`src/rtl/uart_buffer_pkg.sv`:
```
// ----------------------------------------------------------------------------
// uart_buffer_pkg
// Shared definitions for the buffered UART front-end:
//   - register byte offsets inside the UART slot (DATA / STATUS / CTRL)
//   - STATUS and CTRL bit positions
//   - TX and RX handshake FSM state encodings
// ----------------------------------------------------------------------------
package uart_buffer_pkg;

   localparam logic [3:0] ADDR_DATA   = 4'h0;
   localparam logic [3:0] ADDR_STATUS = 4'h4;
   localparam logic [3:0] ADDR_CTRL   = 4'h8;

   // STATUS register layout
   localparam int ST_TX_FULL    = 0;
   localparam int ST_RX_AVAIL   = 1;
   localparam int ST_TX_DONE    = 2;
   localparam int ST_RX_OVF     = 3;
   localparam int ST_TX_OVF     = 4;
   localparam int ST_RX_CNT_LSB = 8;
   localparam int ST_TX_CNT_LSB = 16;

   // CTRL register layout (only meaningful with UART_BUF_IRQ_EN)
   localparam int CTRL_RX_IE = 0;
   localparam int CTRL_TX_IE = 1;

   typedef enum logic [1:0] {
      TX_IDLE,
      TX_STROBE,
      TX_SETTLE,
      TX_DRAIN
   } tx_state_t;

   typedef enum logic {
      RX_WAIT,
      RX_RELEASE
   } rx_state_t;

endpackage

```
`src/rtl/uart_buffer_sync_fifo.sv`:
```
// ----------------------------------------------------------------------------
// sync_fifo
// Single-clock FIFO with a show-ahead head (o_head is the oldest entry while
// not empty). A push on a full FIFO is accepted when a pop happens in the
// same cycle, so a full FIFO can stream without losing a slot.
// Ports:
//   clk, reset_i (async, active-low) - clock / reset of pointers and count
//   i_push, i_data                   - write request and data
//   i_pop                            - read request (ignored when empty)
//   o_head                           - oldest stored entry
//   o_full, o_empty, o_count         - occupancy ($clog2(DEPTH)+1 bits)
// ----------------------------------------------------------------------------
module sync_fifo #(
   parameter int WIDTH = 8,
   parameter int DEPTH = 16
) (
   input  logic                     clk,
   input  logic                     reset_i,
   input  logic                     i_push,
   input  logic                     i_pop,
   input  logic [WIDTH-1:0]         i_data,
   output logic [WIDTH-1:0]         o_head,
   output logic                     o_full,
   output logic                     o_empty,
   output logic [$clog2(DEPTH):0]   o_count
);

   localparam int AW = $clog2(DEPTH);
   localparam int CW = AW + 1;

   logic [WIDTH-1:0] r_mem [DEPTH];
   logic [AW-1:0]    r_wptr;
   logic [AW-1:0]    r_rptr;
   logic [CW-1:0]    r_count;
   logic             w_do_push;
   logic             w_do_pop;

   assign o_full    = (r_count == CW'(DEPTH));
   assign o_empty   = (r_count == '0);
   assign o_count   = r_count;
   assign o_head    = r_mem[r_rptr];

   assign w_do_pop  = i_pop & ~o_empty;
   assign w_do_push = i_push & (~o_full | w_do_pop);

   // Pointers wrap naturally because DEPTH is a power of two.
   always_ff @(posedge clk or negedge reset_i) begin
      if (!reset_i) begin
         r_wptr  <= '0;
         r_rptr  <= '0;
         r_count <= '0;
      end else begin
         if (w_do_push) r_wptr <= r_wptr + 1'b1;
         if (w_do_pop)  r_rptr <= r_rptr + 1'b1;
         case ({w_do_push, w_do_pop})
            2'b10:   r_count <= r_count + 1'b1;
            2'b01:   r_count <= r_count - 1'b1;
            default: r_count <= r_count;
         endcase
      end
   end

   // Storage carries no reset; validity is tracked by the pointers.
   always_ff @(posedge clk) begin
      if (w_do_push) r_mem[r_wptr] <= i_data;
   end

endmodule

```
`src/rtl/uart_buffer.sv`:
```
// ----------------------------------------------------------------------------
// uart_buffer
// Buffered UART front-end between the SoC peripheral decoder and the uart
// core. CPU writes to DATA queue into a TX FIFO that an FSM drains into the
// core; bytes offered by the core are acknowledged into an RX FIFO.
// Optional feature macro: UART_BUF_IRQ_EN (adds CTRL register and irq_o).
// Ports:
//   clk, reset_i (async, active-low)
//   sel_i, we_i, addr_i[3:0], data_i[31:0]  - CPU access (0x0 DATA, 0x4 STATUS, 0x8 CTRL)
//   data_o[31:0]                            - CPU read data (combinational)
//   uart_wr_o, uart_tx_data_o[7:0]          - 1-cycle TX strobe + byte to the core
//   uart_busy_i                             - core is transmitting
//   uart_rd_o                               - 1-cycle RX acknowledge to the core
//   uart_rx_data_i[7:0], uart_valid_i       - core RX byte / byte pending
//   irq_o                                   - interrupt (UART_BUF_IRQ_EN only)
// ----------------------------------------------------------------------------
module uart_buffer
   import uart_buffer_pkg::*;
#(
   parameter int TX_DEPTH = 16,
   parameter int RX_DEPTH = 16
) (
   input  logic        clk,
   input  logic        reset_i,
   input  logic        sel_i,
   input  logic        we_i,
   input  logic [3:0]  addr_i,
   input  logic [31:0] data_i,
   output logic [31:0] data_o,
   output logic        uart_wr_o,
   output logic [7:0]  uart_tx_data_o,
   input  logic        uart_busy_i,
   output logic        uart_rd_o,
   input  logic [7:0]  uart_rx_data_i,
   input  logic        uart_valid_i
`ifdef UART_BUF_IRQ_EN
   ,
   output logic        irq_o
`endif
);

   localparam int TX_CW = $clog2(TX_DEPTH) + 1;
   localparam int RX_CW = $clog2(RX_DEPTH) + 1;

   // CPU access decode
   logic r_acc_q;
   logic w_acc;
   logic w_acc_edge;
   logic w_st_wr;
   logic w_rd;

   // TX path
   tx_state_t        r_tx_state;
   tx_state_t        w_tx_next;
   logic             r_settle_cnt;
   logic             w_tx_wr_req;
   logic             w_tx_push;
   logic             w_tx_pop;
   logic             w_tx_drop;
   logic [7:0]       w_tx_head;
   logic             w_tx_full;
   logic             w_tx_empty;
   logic [TX_CW-1:0] w_tx_count;
   logic             w_tx_idle;

   // RX path
   rx_state_t        r_rx_state;
   rx_state_t        w_rx_next;
   logic             w_rx_req;
   logic             w_rx_push;
   logic             w_rx_pop;
   logic             w_rx_drop;
   logic [7:0]       w_rx_head;
   logic             w_rx_full;
   logic             w_rx_empty;
   logic [RX_CW-1:0] w_rx_count;

   // Sticky flags and read-back
   logic             r_rx_ovf;
   logic             r_tx_ovf;
   logic [31:0]      w_status;
   logic             w_unused_data;

   assign w_unused_data = ^data_i[31:8];

   // A DATA access only acts on its first cycle so a held address moves one byte.
   assign w_acc      = sel_i & (addr_i == ADDR_DATA);
   assign w_acc_edge = w_acc & ~r_acc_q;
   assign w_st_wr    = sel_i & we_i & (addr_i == ADDR_STATUS);
   assign w_rd       = reset_i & sel_i & ~we_i;

   always_ff @(posedge clk or negedge reset_i) begin
      if (!reset_i) r_acc_q <= 1'b0;
      else          r_acc_q <= w_acc;
   end

   // TX FIFO: a full FIFO still accepts a byte when the drain pops this cycle.
   assign w_tx_idle   = (r_tx_state == TX_IDLE);
   assign w_tx_pop    = (r_tx_state == TX_STROBE);
   assign w_tx_wr_req = w_acc_edge & we_i;
   assign w_tx_push   = w_tx_wr_req & (~w_tx_full | w_tx_pop);
   assign w_tx_drop   = w_tx_wr_req & w_tx_full & ~w_tx_pop;

   sync_fifo #(.WIDTH(8), .DEPTH(TX_DEPTH)) u_tx_fifo (
      .clk     (clk),
      .reset_i (reset_i),
      .i_push  (w_tx_push),
      .i_pop   (w_tx_pop),
      .i_data  (data_i[7:0]),
      .o_head  (w_tx_head),
      .o_full  (w_tx_full),
      .o_empty (w_tx_empty),
      .o_count (w_tx_count)
   );

   // RX FIFO: the core is acked even when the byte has to be dropped.
   assign w_rx_req  = (r_rx_state == RX_WAIT) & uart_valid_i;
   assign w_rx_pop  = w_acc_edge & ~we_i & ~w_rx_empty;
   assign w_rx_push = w_rx_req & (~w_rx_full | w_rx_pop);
   assign w_rx_drop = w_rx_req & w_rx_full & ~w_rx_pop;

   sync_fifo #(.WIDTH(8), .DEPTH(RX_DEPTH)) u_rx_fifo (
      .clk     (clk),
      .reset_i (reset_i),
      .i_push  (w_rx_push),
      .i_pop   (w_rx_pop),
      .i_data  (uart_rx_data_i),
      .o_head  (w_rx_head),
      .o_full  (w_rx_full),
      .o_empty (w_rx_empty),
      .o_count (w_rx_count)
   );

   // Overflow flags: W1C, a same-cycle set takes priority over the clear.
   always_ff @(posedge clk or negedge reset_i) begin
      if (!reset_i) begin
         r_rx_ovf <= 1'b0;
         r_tx_ovf <= 1'b0;
      end else begin
         r_rx_ovf <= w_rx_drop | (r_rx_ovf & ~(w_st_wr & data_i[ST_RX_OVF]));
         r_tx_ovf <= w_tx_drop | (r_tx_ovf & ~(w_st_wr & data_i[ST_TX_OVF]));
      end
   end

   // TX FSM state register; SETTLE lasts two cycles via r_settle_cnt.
   always_ff @(posedge clk or negedge reset_i) begin
      if (!reset_i) begin
         r_tx_state   <= TX_IDLE;
         r_settle_cnt <= 1'b0;
      end else begin
         r_tx_state   <= w_tx_next;
         r_settle_cnt <= (r_tx_state == TX_SETTLE) ? ~r_settle_cnt : 1'b0;
      end
   end

   // SETTLE ignores busy: the core raises it a cycle after seeing the strobe.
   always_comb begin
      w_tx_next      = r_tx_state;
      uart_wr_o      = 1'b0;
      uart_tx_data_o = 8'd0;
      case (r_tx_state)
         TX_IDLE:   if (!w_tx_empty && !uart_busy_i) w_tx_next = TX_STROBE;
         TX_STROBE: begin
            uart_wr_o      = 1'b1;
            uart_tx_data_o = w_tx_head;
            w_tx_next      = TX_SETTLE;
         end
         TX_SETTLE: if (r_settle_cnt) w_tx_next = TX_DRAIN;
         TX_DRAIN:  if (!uart_busy_i) w_tx_next = TX_IDLE;
         default:   w_tx_next = TX_IDLE;
      endcase
   end

   // RX FSM: one byte per assertion of uart_valid_i.
   always_ff @(posedge clk or negedge reset_i) begin
      if (!reset_i) r_rx_state <= RX_WAIT;
      else          r_rx_state <= w_rx_next;
   end

   always_comb begin
      w_rx_next = r_rx_state;
      uart_rd_o = 1'b0;
      case (r_rx_state)
         RX_WAIT: begin
            if (uart_valid_i) begin
               uart_rd_o = reset_i;
               w_rx_next = RX_RELEASE;
            end
         end
         RX_RELEASE: if (!uart_valid_i) w_rx_next = RX_WAIT;
         default:    w_rx_next = RX_WAIT;
      endcase
   end

   always_comb begin
      w_status                         = 32'd0;
      w_status[ST_TX_FULL]             = w_tx_full;
      w_status[ST_RX_AVAIL]            = ~w_rx_empty;
      w_status[ST_TX_DONE]             = w_tx_empty & w_tx_idle;
      w_status[ST_RX_OVF]              = r_rx_ovf;
      w_status[ST_TX_OVF]              = r_tx_ovf;
      w_status[ST_RX_CNT_LSB +: 8]     = 8'(w_rx_count);
      w_status[ST_TX_CNT_LSB +: 8]     = 8'(w_tx_count);
   end

`ifdef UART_BUF_IRQ_EN
   logic [1:0] r_ctrl;
   logic       r_irq;

   always_ff @(posedge clk or negedge reset_i) begin
      if (!reset_i) begin
         r_ctrl <= 2'b00;
         r_irq  <= 1'b0;
      end else begin
         if (sel_i && we_i && (addr_i == ADDR_CTRL)) r_ctrl <= data_i[1:0];
         r_irq <= (r_ctrl[CTRL_RX_IE] & ~w_rx_empty) |
                  (r_ctrl[CTRL_TX_IE] & w_tx_empty & w_tx_idle);
      end
   end

   assign irq_o = r_irq;
`endif

   // Read mux; an empty RX FIFO reads as zero rather than a stale head.
   always_comb begin
      data_o = 32'd0;
      if (w_rd) begin
         case (addr_i)
            ADDR_DATA:   data_o = {23'd0, ~w_rx_empty, w_rx_head & {8{~w_rx_empty}}};
            ADDR_STATUS: data_o = w_status;
`ifdef UART_BUF_IRQ_EN
            ADDR_CTRL:   data_o = {30'd0, r_ctrl};
`endif
            default:     data_o = 32'd0;
         endcase
      end
   end

endmodule

```
`config.mk`:
```
export PLATFORM = sky130hd
export DESIGN_NAME = uart_buffer
export DESIGN_NICKNAME = d
export VERILOG_FILES = /design/src/rtl/uart_buffer_pkg.sv /design/src/rtl/uart_buffer_sync_fifo.sv /design/src/rtl/uart_buffer.sv
export SDC_FILE = /design/constraint.sdc
export NUM_CORES = 1
export LEC_CHECK = 0
export ABC_AREA = 1
export CAP_MARGIN = 20
export CORE_MARGIN = 1.5
export CORE_UTILIZATION = 35
export CTS_CLUSTER_DIAMETER = 200
export DETAILED_ROUTE_END_ITERATION = 8
export PLACE_DENSITY_LB_ADDON = 0.08
export SKIP_CTS_REPAIR_TIMING = 1
export SLEW_MARGIN = 20
export SYNTH_ARGS = -nofsm -noshare
export SYNTH_HDL_FRONTEND = slang
export SYNTH_HIERARCHICAL = 1
export SYNTH_SLANG_ARGS = --single-unit
```
`constraint.sdc`:
```
create_clock -name clk -period 6.7 [get_ports clk]
set_clock_uncertainty 0.2 [all_clocks]
set_input_delay 1.675 -clock clk [delete_from_list [all_inputs] [get_ports clk]]
set_output_delay 1.675 -clock clk [all_outputs]
set_load 0.05 [all_outputs]
```
==> summary.md, run 1 <==
| Metric | Value |
|---|---|
| Outcome | finished clean |
| CP Data Arrival Time | ~3800 ps |
| Core ar. | 35,800 um2 |
| Root Driver | clkbuf_16 |
| Antenna violations before repair | 1 |
| Internal reg-to-reg setup slack | ~3200 ps |
| Synthesized area | 12,800 um2 |
| Post-Route Setup TNS | 0 ps |
| Worst slew margin | between 20% and 30% |
| Die height | 194 um |
| Synth Instances | 1,097 |
| Tightest Pin Transition | 1050 ps |
| CTS tree | built |
| Pwr/cell area | 405 nW/um2 |
| Startpoint types | register |
| Largest net degree at the start of global routing | 59 |
| Clock group share of total power | a little under a third |
| Clock Sinks | 289 |
| All-Layer GR Usage | 16.4% |
| Slew Limit Fails | 0 |
| Worst Path Max Fanout | 18 |
| WHS Endpoint | r_settle_cnt |
| Mean post-synth cell area | 11.7 um2 |
| Switching Fraction | roughly 37% |
| Reg-to-Reg Start | r_tx_state[1] |
| Synth Register Bits | 289 |
| Antenna-violating nets left | 0 |
| Final worst slack | 1010 ps |
| Combinational share of power | ~31% |
| Row cnt | 69 |
| Critical Path Sink Type | primary output |
| I/O Pins | 92 |
| First-pass GRT wire length | 47,300 um |
| Die W | 194 um |
| Initial Utilization | 35.8% |
| Diode count | 0 |
| I/O Buffers | 53 |
| Hold Path Depth | 1 |
| Setup violators final | 0 |
| Cell depth of the worst flop-to-flop path | 8 |
| Via count | 7,998 |
| Register area share after synthesis | 66.5% |
| Vias in the first global route | 7,808 |
| Cell family with most CP delay | buffers and inverters |
| Layout cells sized above 1 | under 10% |
| Htree depth | 2 |
| Fraction of registers with async set/reset | about 11% |
| Worst path buffer plus inverter count | 3 |
| Total wire length | roughly 30,000 um |
| Clock insertion delay at the later pin of the skew report | 520 ps |
| Initial DRC Count | 390 |
| RSZ-0062 raised after global routing | no |
| Leak | 5.14 nW |
| Top_reg_cell synth | edfxtp_1 |
| Gp weighted congestion | 0.745 |
| Yosys cell types | 39 |
| Grt total ovfl | 0 |
| Max-cap check violation count | 0 |
| Via density | 4.92 |
| Most frequent CP cell | nand2_1 |
| Psw | 2.18 mW |
| Post-DP HPWL | about 19,000 um |
| Cts bufs inserted | 35 |
| Internal power | 3.76 mW |
| Reg2reg end | u_tx_fifo/r_mem[12][2] |
| Hold/Removal Path Class | reg2reg |
| Crit path largest cell delay | 900 ps |
| Area grow syn2layout | 14.4% |
| Maximum vdd drop | 0.203 mV |
| Slowest cell on crit path | dfrtp_1 |
| Final cycle utilization of the critical path | between 80% and 90% |
| Critical path data required time | 4830 ps |
| Synth warnings | 6 |
| Die Area | 37,800 um2 |
| Pre-CTS setup slack | 1140 ps |
| Post-synth EDFFs | 256 |
| Final min period | 5690 ps |
| CTS max path bufs | 3 |
| Seq pwr share | 39.2% |
| Reg clk slew, reported paths | 50 ps |
| Hold path start | r_settle_cnt |
| Final Hold Viols | 0 |
| Cells along the critical path | clkinv_1 > o211ai_1 > nand3_1 > nand2_1 > nand2_1 > inv_1 > clkdlybuf4s50_1 |
| Fmax | 0.176 GHz |
| Post-route DRC | 0 |
| Layout Nets | 1,215 |
| CP Class | reg2out |
| Wirelength per Cell | 18.7 um |
| Fillers | 3,390 |
| First drt pass iteration count | 4 |
==> power by group through the flow <==
stage                     Clock (mW)  Combinational (mW)  Sequential [mW]
after floorplan                    0                1.49             2.20
after global placement             0                1.84             2.37
after detailed placement           0                1.85             2.37
after CTS                       1.84                1.85             2.34
after global routing            1.90                2.07             2.36
final                           1.79                1.82             2.33
==> flip-flops by register name (all words and copies together) (netlist names), 2 cells and up <==
register,cells
u_rx_fifo/o_count,5
r_tx_state,2
u_rx_fifo/r_rptr,4
u_tx_fifo/o_count,5
u_tx_fifo/r_mem,128
u_rx_fifo/r_wptr,4
u_tx_fifo/r_wptr,4
u_tx_fifo/r_rptr,4
u_rx_fifo/r_mem,128
==> per-layer routing <==
layer | vias up | share of wire, % | track usage (%) | routed length, um
met4 | 0 | 2.2 | 5.09 | 666
met1 | 3900 | 50 | 24.6 | 15300
met3 | 45 | 3.6 | 2.43 | 1090
li1 | 3911 | - | - | -
met5 | - | 0 | 0 | 0
met2 | 142 | 44 | 24.6 | 13400
==> synth_stat cells (14+ instances only) <==
| library cell | n | area (um2) |
|---|---|---|
| o21ai_0 | 124 | 621 |
| o211ai_1 | 64 | 480 |
| ha_1 | 21 | 263 |
| nand2_1 | 90 | 338 |
| inv_1 | 55 | 206 |
| nor2_1 | 218 | 818 |
| xor2_1 | 14 | 123 |
| buf_2 | 23 | 115 |
| dfrtp_1 | 33 | 826 |
| a21oi_1 | 30 | 150 |
| buf_4 | 22 | 165 |
| nand3_1 | 49 | 245 |
| edfxtp_1 | 256 | 7690 |
==> logic make-up after synthesis <==
logic type	Yosys count	synth area share [%]
simple gates	394	13.7
flops	289	66.5
compound gates	232	10.5
buf+inv	140	5.60
fa+ha+maj	23	2.36
xor+xnor	18	1.35
other cells	1	0.0293
==> worst max-delay path by stage <==
stage	startpoint	end	slack, ps	depth (start not counted)
2_1_floorplan	addr_i[1]	data_o[0]	1900	5
3_3_place_gp	addr_i[1]	data_o[4]	1140	7
3_5_place_dp	addr_i[3]	data_o[19]	1140	5
4_1_cts	u_tx_fifo/r_rptr[2]	uart_tx_data_o[1]	940	7
5_1_grt	u_tx_fifo/r_rptr[2]	uart_tx_data_o[6]	750	7
6_report	u_tx_fifo/r_rptr[2]	uart_tx_data_o[1]	1010	7
==> layout make-up <==
class	instances	area, um2	share of cell area [%]
inverters	75	294	2.01
multi-input cells	681	3630	24.8
flip-flops and latches	289	8520	58.1
clock buffers	47	931	6.35
clock inverters	13	135	0.922
repair buffers	60	578	3.94
well taps	461	577	3.93
==> layout by cell type, fill, tap and decap left out, types with 31 or more instances in the layout <==
master / instances
edfxtp_1: 256
nor2_1: 218
o21ai_0: 124
nand2_1: 90
o211ai_1: 64
inv_1: 55
clkdlybuf4s50_1: 52
nand3_1: 49
clkbuf_16: 35
dfrtp_1: 31
==> stage by stage <==
step / instances / hold WS, ps / util (%) / instance area [um2] / total power, mW
after detailed placement: 1566 / 210 / 37.9 / 13600 / 4.22
after global routing: 1626 / 237 / 40.9 / 14700 / 6.33
after CTS: 1626 / 217 / 40.9 / 14700 / 6.03
final: 1626 / 213 / 40.9 / 14700 / 5.94
after global placement: 1566 / 206 / 37.9 / 13600 / 4.21
after floorplan: 1110 / 188 / - / 12900 / 3.69
(Power assumes the default switching activity.)
==> inputs of run 2 (changes only) <==
Clock period 6.7 ns to 4.6 ns, I/O delays scaled along.
==> summary.md, run 2 (synthesis results as in run 1) <==
| Metric | Value |
|---|---|
| Outcome | finished clean (unchanged) |
| Worst Path Max Fanout | 19 (was 18) |
| Min Hold Slack | 206 ps (was 213 ps) |
| Wirelength per Cell | 18.4 um (was 18.7 um) |
| Post-route DRC | 0 (unchanged) |
| Die W | 194 um (unchanged) |
| Final worst slack | 296 ps (was 1010 ps) |
| Layout Nets | 1,255 (was 1,215) |
| Via density | 4.90 (was 4.92) |
| Clock insertion delay at the later pin of the skew report | 510 ps (was 520 ps) |
| Total wire length | 30,700 um (was 30,500 um) |
| Core ar. | 35,800 um2 (unchanged) |
| Cells along the critical path | buf_4 > o21ai_0 > o211ai_1 > nand3_1 > nand2_1 > nand2_1 > a21oi_1 > buf_12 (was clkinv_1 > o211ai_1 > nand3_1 > nand2_1 > nand2_1 > inv_1 > clkdlybuf4s50_1) |
| Final cycle utilization of the critical path | ~94% |
| Worst path buffer plus inverter count | 2 (was 3) |
| Inst Count DP | 1,607 (was 1,566) |
| Most frequent cells in the layout | edfxtp_1 (256), nor2_1 (218), o21ai_0 (124), nand2_1 (90), o211ai_1 (64) (unchanged) |
| Vias in the first global route | 8,071 (was 7,808) |
| CTS max path bufs | 3 (unchanged) |
| Worst slew margin | 38.3% (was 29.8%) |
| Htree depth | 2 (unchanged) |
| Fillers | 3,362 (was 3,390) |
| Power Total | 8.81 mW (was 5.94 mW) |
| Row cnt | 69 (unchanged) |
| Area grow syn2layout | 18.5% (was 14.4%) |
| Fin area | 15,200 um2 (was 14,700 um2) |
| WP depth | 8 (was 7) |
| I/O Buffers | 53 (unchanged) |
| Antenna violations before repair | 0 (was 1) |
| First-pass GRT wire length | 48,200 um (was 47,300 um) |
| Internal power | 5.58 mW (was 3.76 mW) |
| All-Layer GR Usage | 16.6% (was 16.4%) |
| Maximum vdd drop | 0.326 mV (was 0.203 mV) |
| Pwr/cell area | 580 nW/um2 (was 405 nW/um2) |
| Dpl cell area | 14,100 um2 (was 13,600 um2) |
| Most common cell after layout, fill and taps aside | edfxtp_1 (unchanged) |
| Final Hold Viols | 0 (unchanged) |
| Final min period | 4300 ps |
| Leak | 5.49 nW (was 5.14 nW) |
| Max-cap check violation count | 0 (unchanged) |
| Hold/Removal Path Class | reg2reg (unchanged) |
| Layout Cells excl Fill | 1,669 (was 1,626) |
| Slowest cell on crit path | dfrtp_1 (unchanged) |
| Most frequent CP cell | nand2_1 (unchanged) |
| Gp weighted congestion | 0.725 (was 0.745) |
| Layout cells sized above 1 | 14.5% (was 8.84%) |
| Cell depth of the worst flop-to-flop path | 15 (was 8) |
| Initial DRC Count | 430 (was 390) |
| Fmax | 0.232 GHz |
| Clock group share of total power | 30.5% (was 30.1%) |
| Combinational share of power | 32.2% (was 30.7%) |
| Hold Path Depth | 1 (unchanged) |
| Slew Limit Fails | 0 (unchanged) |
| I/O Pins | 92 (unchanged) |
| Via count | 8,178 (was 7,998) |
| Layout Utilization | 42.4% (was 40.9%) |
| Critical Path Sink Type | primary output (unchanged) |
| Reg clk slew, reported paths | 60 ps (was 50 ps) |
| RSZ-0062 raised after global routing | no (unchanged) |
| Seq pwr share | 37.3% (was 39.2%) |
| Clock Sinks | 289 (unchanged) |
| Post-DP HPWL | 19,300 um (was 19,000 um) |
| Initial Utilization | 35.8% (unchanged) |
| Switching Fraction | 36.6% (was 36.7%) |
| Cts bufs inserted | 34 (was 35) |
| Post-Route Setup TNS | 0 ps (unchanged) |
| CTS tree | built (unchanged) |
| Root Driver | clkbuf_16 (unchanged) |
| Largest regs | u_rx_fifo/r_mem: 128 flops, u_tx_fifo/r_mem: 128 flops (unchanged) |
| First drt pass iteration count | 5 (was 4) |
| Antenna-violating nets left | 0 (unchanged) |
| Grt total ovfl | 0 (unchanged) |
| Crit path largest cell delay | 820 ps (was 900 ps) |
| Tightest Pin Transition | 926 ps (was 1050 ps) |
| Die Area | 37,800 um2 (unchanged) |
| CP Class | reg2out (unchanged) |
| Critical path data required time | 3250 ps (was 4830 ps) |
| Cell family with most CP delay | flip-flops (was buffers and inverters) |
| CP Data Arrival Time | 2950 ps (was 3820 ps) |
| Largest net degree at the start of global routing | 74 (was 59) |
| Pre-CTS setup slack | 516 ps (was 1140 ps) |
| Psw | 3.23 mW (was 2.18 mW) |
| Die height | 194 um (unchanged) |
| Setup violators final | 0 (unchanged) |
| Startpoint types | register (unchanged) |
## run 2: changes by cell type in the layout (fill, tap and decap cells not counted), sizes merged
cell / previous run / this run
bufinv: 3 / 4
buf: 8 / 76
inv: 71 / 70
clkdlybuf4s50: 52 / 25
clkbuf: 47 / 45
clkinv: 14 / 17
diode: 0 / 1
## run 2: cell type report
type | count | area, um2 | area share (%)
inverter | 75 | 294 | 1.94
clock inverter | 16 | 196 | 1.29
multi-input combinational | 681 | 3630 | 23.9
timing repair buffer | 101 | 1060 | 6.96
tap | 461 | 577 | 3.80
clock buffer | 45 | 913 | 6.02
antenna | 1 | 2.50 | 0.0165
sequential | 289 | 8520 | 56.1
## run 2: layer usage
| metal | up-vias | part of all wire [%] | global-route usage, % |
|---|---|---|---|
| met5 | - | 0 | 0 |
| met4 | 0 | 1.9 | 4.40 |
| met3 | 46 | 3.6 | 2.29 |
| met2 | 139 | 45 | 26.0 |
| met1 | 4001 | 49 | 24.2 |
| li1 | 3992 | - | - |
## run 2: final timing paths
path	start	slack [ps]	to
min in group asynchronous	reset_i	470	r_rx_state
worst max-delay path	u_rx_fifo/r_rptr[1]	300	data_o[0]
max in group asynchronous	reset_i	3470	u_tx_fifo/r_rptr[0]
worst max register to register	r_tx_state[1]	1710	u_tx_fifo/o_count[4]
worst min register to register	r_settle_cnt	210	r_settle_cnt
worst min-delay path	r_settle_cnt	210	r_settle_cnt
## run 2: power by group through the flow
stage / combinational [mW] / clock, mW / sequential, mW
floorplan: 2.17 / 0 / 3.20
global placement: 2.87 / 0 / 3.34
detailed placement: 2.88 / 0 / 3.34
CTS: 2.89 / 2.75 / 3.28
global route: 3.20 / 2.86 / 3.31
finish: 2.84 / 2.69 / 3.28
==> inputs of run 3 (changes only) <==
Settings changed: CORE_MARGIN 1.5 to not set.
==> summary.md, run 3 (synthesis results as in run 1) <==
| Metric | Value |
|---|---|
| Clock Sinks | 289 (unchanged) |
| Largest net degree at the start of global routing | 74 (unchanged) |
| Maximum vdd drop | 0.304 mV (was 0.326 mV) |
| Critical Path Sink Type | primary output (unchanged) |
| Inst Count DP | 1,607 (unchanged) |
| Row cnt | 69 (unchanged) |
| Gp weighted congestion | 0.756 (was 0.725) |
| Core ar. | 35,800 um2 (unchanged) |
| Cells along the critical path | buf_4 > inv_2 > o21ai_0 > o211ai_1 > nand3_1 > nand2_1 > nand2_1 > a21oi_1 > buf_12 (was buf_4 > o21ai_0 > o211ai_1 > nand3_1 > nand2_1 > nand2_1 > a21oi_1 > buf_12) |
| Final Hold Viols | 0 (unchanged) |
| WP depth | 9 (was 8) |
| Slowest cell on crit path | dfrtp_1 (unchanged) |
| Most frequent cells in the layout | edfxtp_1 (256), nor2_1 (218), o21ai_0 (124), nand2_1 (90), o211ai_1 (64) (unchanged) |
| Startpoint types | register (unchanged) |
| Worst Path Max Fanout | 35 (was 19) |
| Crit path launch | u_rx_fifo/r_rptr[1] (unchanged) |
| Initial DRC Count | 494 (was 430) |
| Crit path largest cell delay | 350 ps (was 820 ps) |
| Grt total ovfl | 0 (unchanged) |
| Fmax | 0.250 GHz (was 0.232 GHz) |
| Combinational share of power | 33.7% (was 32.2%) |
| Area grow syn2layout | 18.1% (was 18.5%) |
| Failing checks | DRC |
| Clock group share of total power | 28.8% (was 30.5%) |
| Cts bufs inserted | 35 (was 34) |
| Final min period | 4000 ps (was 4300 ps) |
| Post-route DRC | 2 (was 0) |
| I/O Pins | 92 (unchanged) |
| All-Layer GR Usage | 16.9% (was 16.6%) |
| Critical path data required time | 3250 ps (about the same) |
| Power Total | 8.65 mW (was 8.81 mW) |
| Psw | 3.22 mW (was 3.23 mW) |
| I/O Buffers | 53 (unchanged) |
| Final cycle utilization of the critical path | 86.9% (was 93.6%) |
| Cell depth of the worst flop-to-flop path | 15 (unchanged) |
| RSZ-0062 raised after global routing | no (unchanged) |
| Via density | 4.85 (was 4.90) |
| Setup violators final | 0 (unchanged) |
| First drt pass iteration count | 9 (was 5) |
| Cell family with most CP delay | buffers and inverters (was flip-flops) |
| Antenna-violating nets left | 0 (unchanged) |
| Die Area | 37,400 um2 (was 37,800 um2) |
| Initial Utilization | 35.8% (unchanged) |
| Die height | 193 um (was 194 um) |
| Pwr/cell area | 572 nW/um2 (was 580 nW/um2) |
| Internal reg-to-reg setup slack | 1710 ps (about the same) |
| Vias in the first global route | 8,008 (was 8,071) |
| Die W | 193 um (was 194 um) |
| Antenna violations before repair | 0 (unchanged) |
| Post-Route Setup TNS | 0 ps (unchanged) |
| First-pass GRT wire length | 48,200 um (unchanged) |
| Most common cell after layout, fill and taps aside | edfxtp_1 (unchanged) |
| Reg2reg end | u_tx_fifo/o_count[4] (unchanged) |
| Switching Fraction | 37.2% (was 36.6%) |
| Layout Nets | 1,256 (was 1,255) |
| Slew Limit Fails | 0 (unchanged) |
| Internal power | 5.43 mW (was 5.58 mW) |
| Worst slew margin | 45.0% (was 38.3%) |
| Layout cells sized above 1 | 14.5% (about the same) |
| Outcome | complete, but fails checks (was finished clean) |
| Largest regs | u_rx_fifo/r_mem: 128 flops, u_tx_fifo/r_mem: 128 flops (unchanged) |
| Seq pwr share | 37.5% (was 37.3%) |
| Layout Cells excl Fill | 1,667 (was 1,669) |
| Post-DP HPWL | 19,000 um (was 19,300 um) |
| Crit path to | data_o[4] (was data_o[0]) |
| Reg clk slew, reported paths | 50 ps (was 60 ps) |
| CP Class | reg2out (unchanged) |
| CTS tree | built (unchanged) |
| Worst path buffer plus inverter count | 3 (was 2) |
| Total wire length | 31,000 um (was 30,700 um) |
| Clock insertion delay at the later pin of the skew report | 510 ps (about the same) |
| Most frequent CP cell | nand2_1 (unchanged) |
| Htree depth | 2 (unchanged) |
| Root Driver | clkbuf_16 (unchanged) |
| Layout Utilization | 42.2% (was 42.4%) |
| Hold/Removal Path Class | reg2reg (unchanged) |
| CP Data Arrival Time | 2650 ps (was 2950 ps) |
| Max-cap check violation count | 0 (unchanged) |
| Leak | 5.46 nW (was 5.49 nW) |
| CTS max path bufs | 3 (unchanged) |
| Reg-to-Reg Start | r_tx_state[1] (unchanged) |
| Via count | 8,090 (was 8,178) |
| Tightest Pin Transition | 823 ps (was 926 ps) |
| Fillers | 3,406 (was 3,362) |
| Wirelength per Cell | 18.6 um (was 18.4 um) |
-- run 3: layout make-up --
type | count | area, um2 | share of cell area (%)
sequential | 289 | 8520 | 56.3
clock buffer | 47 | 961 | 6.35
antenna | 1 | 2.50 | 0.0165
clock inverter | 12 | 82.6 | 0.546
tap | 461 | 577 | 3.81
inverter | 75 | 294 | 1.94
timing repair buffer | 101 | 1070 | 7.06
multi-input combinational | 681 | 3630 | 24.0
-- run 3: routing by layer --
layer  wire length, um  up-vias  global-route usage (%)  share of wire (%)
met5                 0        -                       0                  0
met4               381        0                    3.61                1.2
met3              1240       31                    2.65                4.0
met2             14400      140                    27.1                 46
met1             15000     3925                    24.1                 48
li1                  -     3994                       -                  -
-- run 3: worst min-delay path by stage --
stage,from,to,slack [ps],cells past startpoint
after global placement,r_settle_cnt,r_settle_cnt,200,1
final,r_settle_cnt,r_settle_cnt,220,1
after global routing,r_settle_cnt,r_settle_cnt,250,1
after detailed placement,r_settle_cnt,r_settle_cnt,200,1
after CTS,r_settle_cnt,r_settle_cnt,230,1
after floorplan,r_settle_cnt,r_settle_cnt,190,1
-- run 3: per-stage QoR --
stage | hold WS [ps] | cell area [um2] | setup slack (ps)
4_1_cts | 231 | 15100 | 525
3_5_place_dp | 199 | 14100 | 512
2_1_floorplan | 188 | 12900 | 854
5_1_grt | 248 | 15100 | 396
3_3_place_gp | 203 | 14100 | 532
6_report | 222 | 15100 | 604
-- run 3: power by group through the flow --
stage	sequential, mW	clock [mW]	combinational [mW]
CTS	3.25	2.57	2.97
global placement	3.30	0	2.94
global route	3.27	2.68	3.30
floorplan	3.20	0	2.17
detailed placement	3.30	0	2.97
finish	3.25	2.49	2.92
==> RTL edit, RTL diff (config.mk and constraints of run 2) <==
The option `UART_BUF_IRQ_EN` is turned on by a define.
--- a/src/rtl/uart_buffer.sv
+++ b/src/rtl/uart_buffer.sv
@@ -14,6 +14,8 @@
 //   uart_rx_data_i[7:0], uart_valid_i       - core RX byte / byte pending
 //   irq_o                                   - interrupt (UART_BUF_IRQ_EN only)
 // ----------------------------------------------------------------------------
+`define UART_BUF_IRQ_EN
+
 module uart_buffer
    import uart_buffer_pkg::*;
 #(
Function (old outputs only; new: irq_o): changed (Yosys sat finds a counterexample within 4 cycles, from zero or initial values and one cycle with reset_i low).
==> RTL edit against run 2 <==
Worst setup slack gained 0.18 ns. Maximum frequency grew 4.5%. Count of clock-buffer cells in the layout grew 13. Largest cell class unchanged. Total power grew 0.40%. Sequential cell count grew 3. Routed wire length grew 4.1%. Register-to-register slack is essentially flat. Design area grew 1.2%. Largest power group unchanged. Critical path depth is the same. Sequential power is essentially flat. Area after synthesis grew 1.2%. Global-route usage grew 0.46 points.
==> RTL edit: results (changes against run 2) <==
Status
  • Outcome: complete, no violations

GRT
  • Met2 usage: 29.0% (+3.0 points)
  • Gr usage total: 17.0% (+0.46 points)
  • Global Route met3 Usage: 2.73% (+0.44 points)
  • Grt met1 use: 22.4% (-1.8 points)
  • Initial antenna violation count: 0 (unchanged)
  • First-pass GRT wire length: 48.7 mm (+1.2%)
  • Vias in the first global route: 7,951 (-1.5%)
  • Pin count of the biggest net entering global routing: 74 (unchanged)

Placed design
  • DP HPWL: 19.5 mm (+0.96%)
  • Dpl ws: 0.536 ns (+0.0200 ns)
  • RePlAce Congestion: 0.730 (+0.77%)
  • Placement Cell Area: 14,200 µm² (+1.2%)
  • Buffers on Ports: 54 (+1.9%)

Detailed routing
  • Initial drt markers: 446 (+3.7%)
  • Met3 Wirelength: 1.22 mm (+9.5%)
  • WL met1: 14.2 mm (-5.9%)
  • Wire length on met2: 15.7 mm (+13%)
  • Vias per cell: 4.85 (-1.1%)
  • Post-DR wirelength/cell: 18.8 µm (+2.2%)

Pwr
  • Clock share of power: 30.2% (-0.3 points)
  • Fraction of power spent switching nets: 36.4% (-0.27 points)
  • Max VDD drop: 0.312 mV (-4.2%)
  • Leak: 5.62 nW (+2.4%)

Worst setup path
  • Crit path max fanout: 58 (+39)
  • Crit path arrival time: 2.77 ns (-0.18 ns)

CTS
  • Max clock buf depth: 3 (unchanged)
  • Number of CTS-inserted buffers: 35 (+2.9%)

Logic synthesis
  • Commonest cells in the netlist: edfxtp_1, nor2_1, o21ai_0
  • Asr flop ratio synth: 12.3% (+0.91 points)
  • Register area share after synthesis: 66.3% (-0.18 points)
  • Largest cells by area after synthesis: edfxtp_1, dfrtp_1, nor2_1
  • Number of flops mapped to enable cells by yosys: 256 (unchanged)

Timing
  • Slew margin rel.: 47.5% (+9.2 points)

Final layout
  • Fillers: 3,471 (+3.2%)
  • Antenna diodes: 0 (-1)
  • Final layout net count: 1,278 (+1.8%)
  • Biggest regs: u_rx_fifo/r_mem x128, u_tx_fifo/r_mem x128
  • Share of layout cells above drive strength 1: 13.9% (-0.61 points)
[RTL edit: changes by cell type in the layout (fill, tap and decap cells not counted), sizes merged, moves of 3 or more]
cell    change
nor2        +3
inv         +6
bufinv      -3
nand2      +12
clkbuf     +13
nor3b       -3
dfrtp       +3
clkinv     -10
[RTL edit: kinds of logic (layout without fill, tap and decap cells)]
logic type      after synthesis  in the layout  share of synthesized area (%)
compound gates              231            231                           10.4
xor+xnor                     18             18                           1.33
fa+ha+maj                    23             23                           2.34
buf+inv                     147            243                           5.83
flops                       292            292                           66.3
other cells                   1             14                         0.0289
simple gates                410            410                           13.8
[RTL edit: power by group through the flow]
stage / sequential (mW) / clock [mW] / combinational (mW)
after floorplan: 3.25 / 0 / 2.17
after global placement: 3.34 / 0 / 2.93
after detailed placement: 3.34 / 0 / 2.95
after CTS: 3.29 / 2.75 / 2.95
after global routing: 3.32 / 2.85 / 3.24
final: 3.29 / 2.67 / 2.88
[RTL edit: worst max-delay path, cell delays in order (launching register included)]
cell	delay (ns)
dfrtp_2	0.43
inv_4	0.48
o21ai_0	0.16
o211ai_1	0.30
nand3_1	0.21
nand2_1	0.15
nand2_1	0.06
a21oi_1	0.24
buf_12	0.18
[RTL edit: layout make-up]
| class | count | area (µm²) | share of cell area, % |
|---|---|---|---|
| clock inverters | 5 | 51.3 | 0.334 |
| well taps | 468 | 586 | 3.81 |
| clock buffers | 58 | 1070 | 7.00 |
| repair buffers | 100 | 1080 | 7.01 |
| flip-flops and latches | 292 | 8590 | 55.9 |
| inverters | 80 | 318 | 2.07 |
| multi-input cells | 696 | 3660 | 23.9 |
[RTL edit: through the flow]
stage | power [mW] | hold WS, ns | instances
after CTS | 8.99 | 0.213 | 1699
after detailed placement | 6.29 | 0.205 | 1636
after global placement | 6.28 | 0.200 | 1636
final | 8.84 | 0.207 | 1699
after floorplan | 5.42 | 0.188 | 1135
after global routing | 9.41 | 0.245 | 1699
[RTL edit: path summary, 6_finish.rpt]
| kind | start | slack [ns] | cells after the start | end |
|---|---|---|---|---|
| max | u_rx_fifo/r_rptr[0]$_DFFE_PN0N_ | 0.48 | 8 | data_o[2] |
| min | r_settle_cnt$_DFF_PN0_ | 0.21 | 1 | r_settle_cnt$_DFF_PN0_ |
| max reg2reg | r_tx_state[1]$_DFFE_PN0P_ | 1.71 | 15 | u_tx_fifo/o_count[4]$_DFFE_PN0P_ |
| min reg2reg | r_settle_cnt$_DFF_PN0_ | 0.21 | 1 | r_settle_cnt$_DFF_PN0_ |
| max in group asynchronous | reset_i | 3.23 | 2 | u_tx_fifo/r_rptr[0]$_DFFE_PN0N_ |
| min in group asynchronous | reset_i | 0.55 | 2 | u_rx_fifo/o_count[0]$_DFFE_PN0P_ |
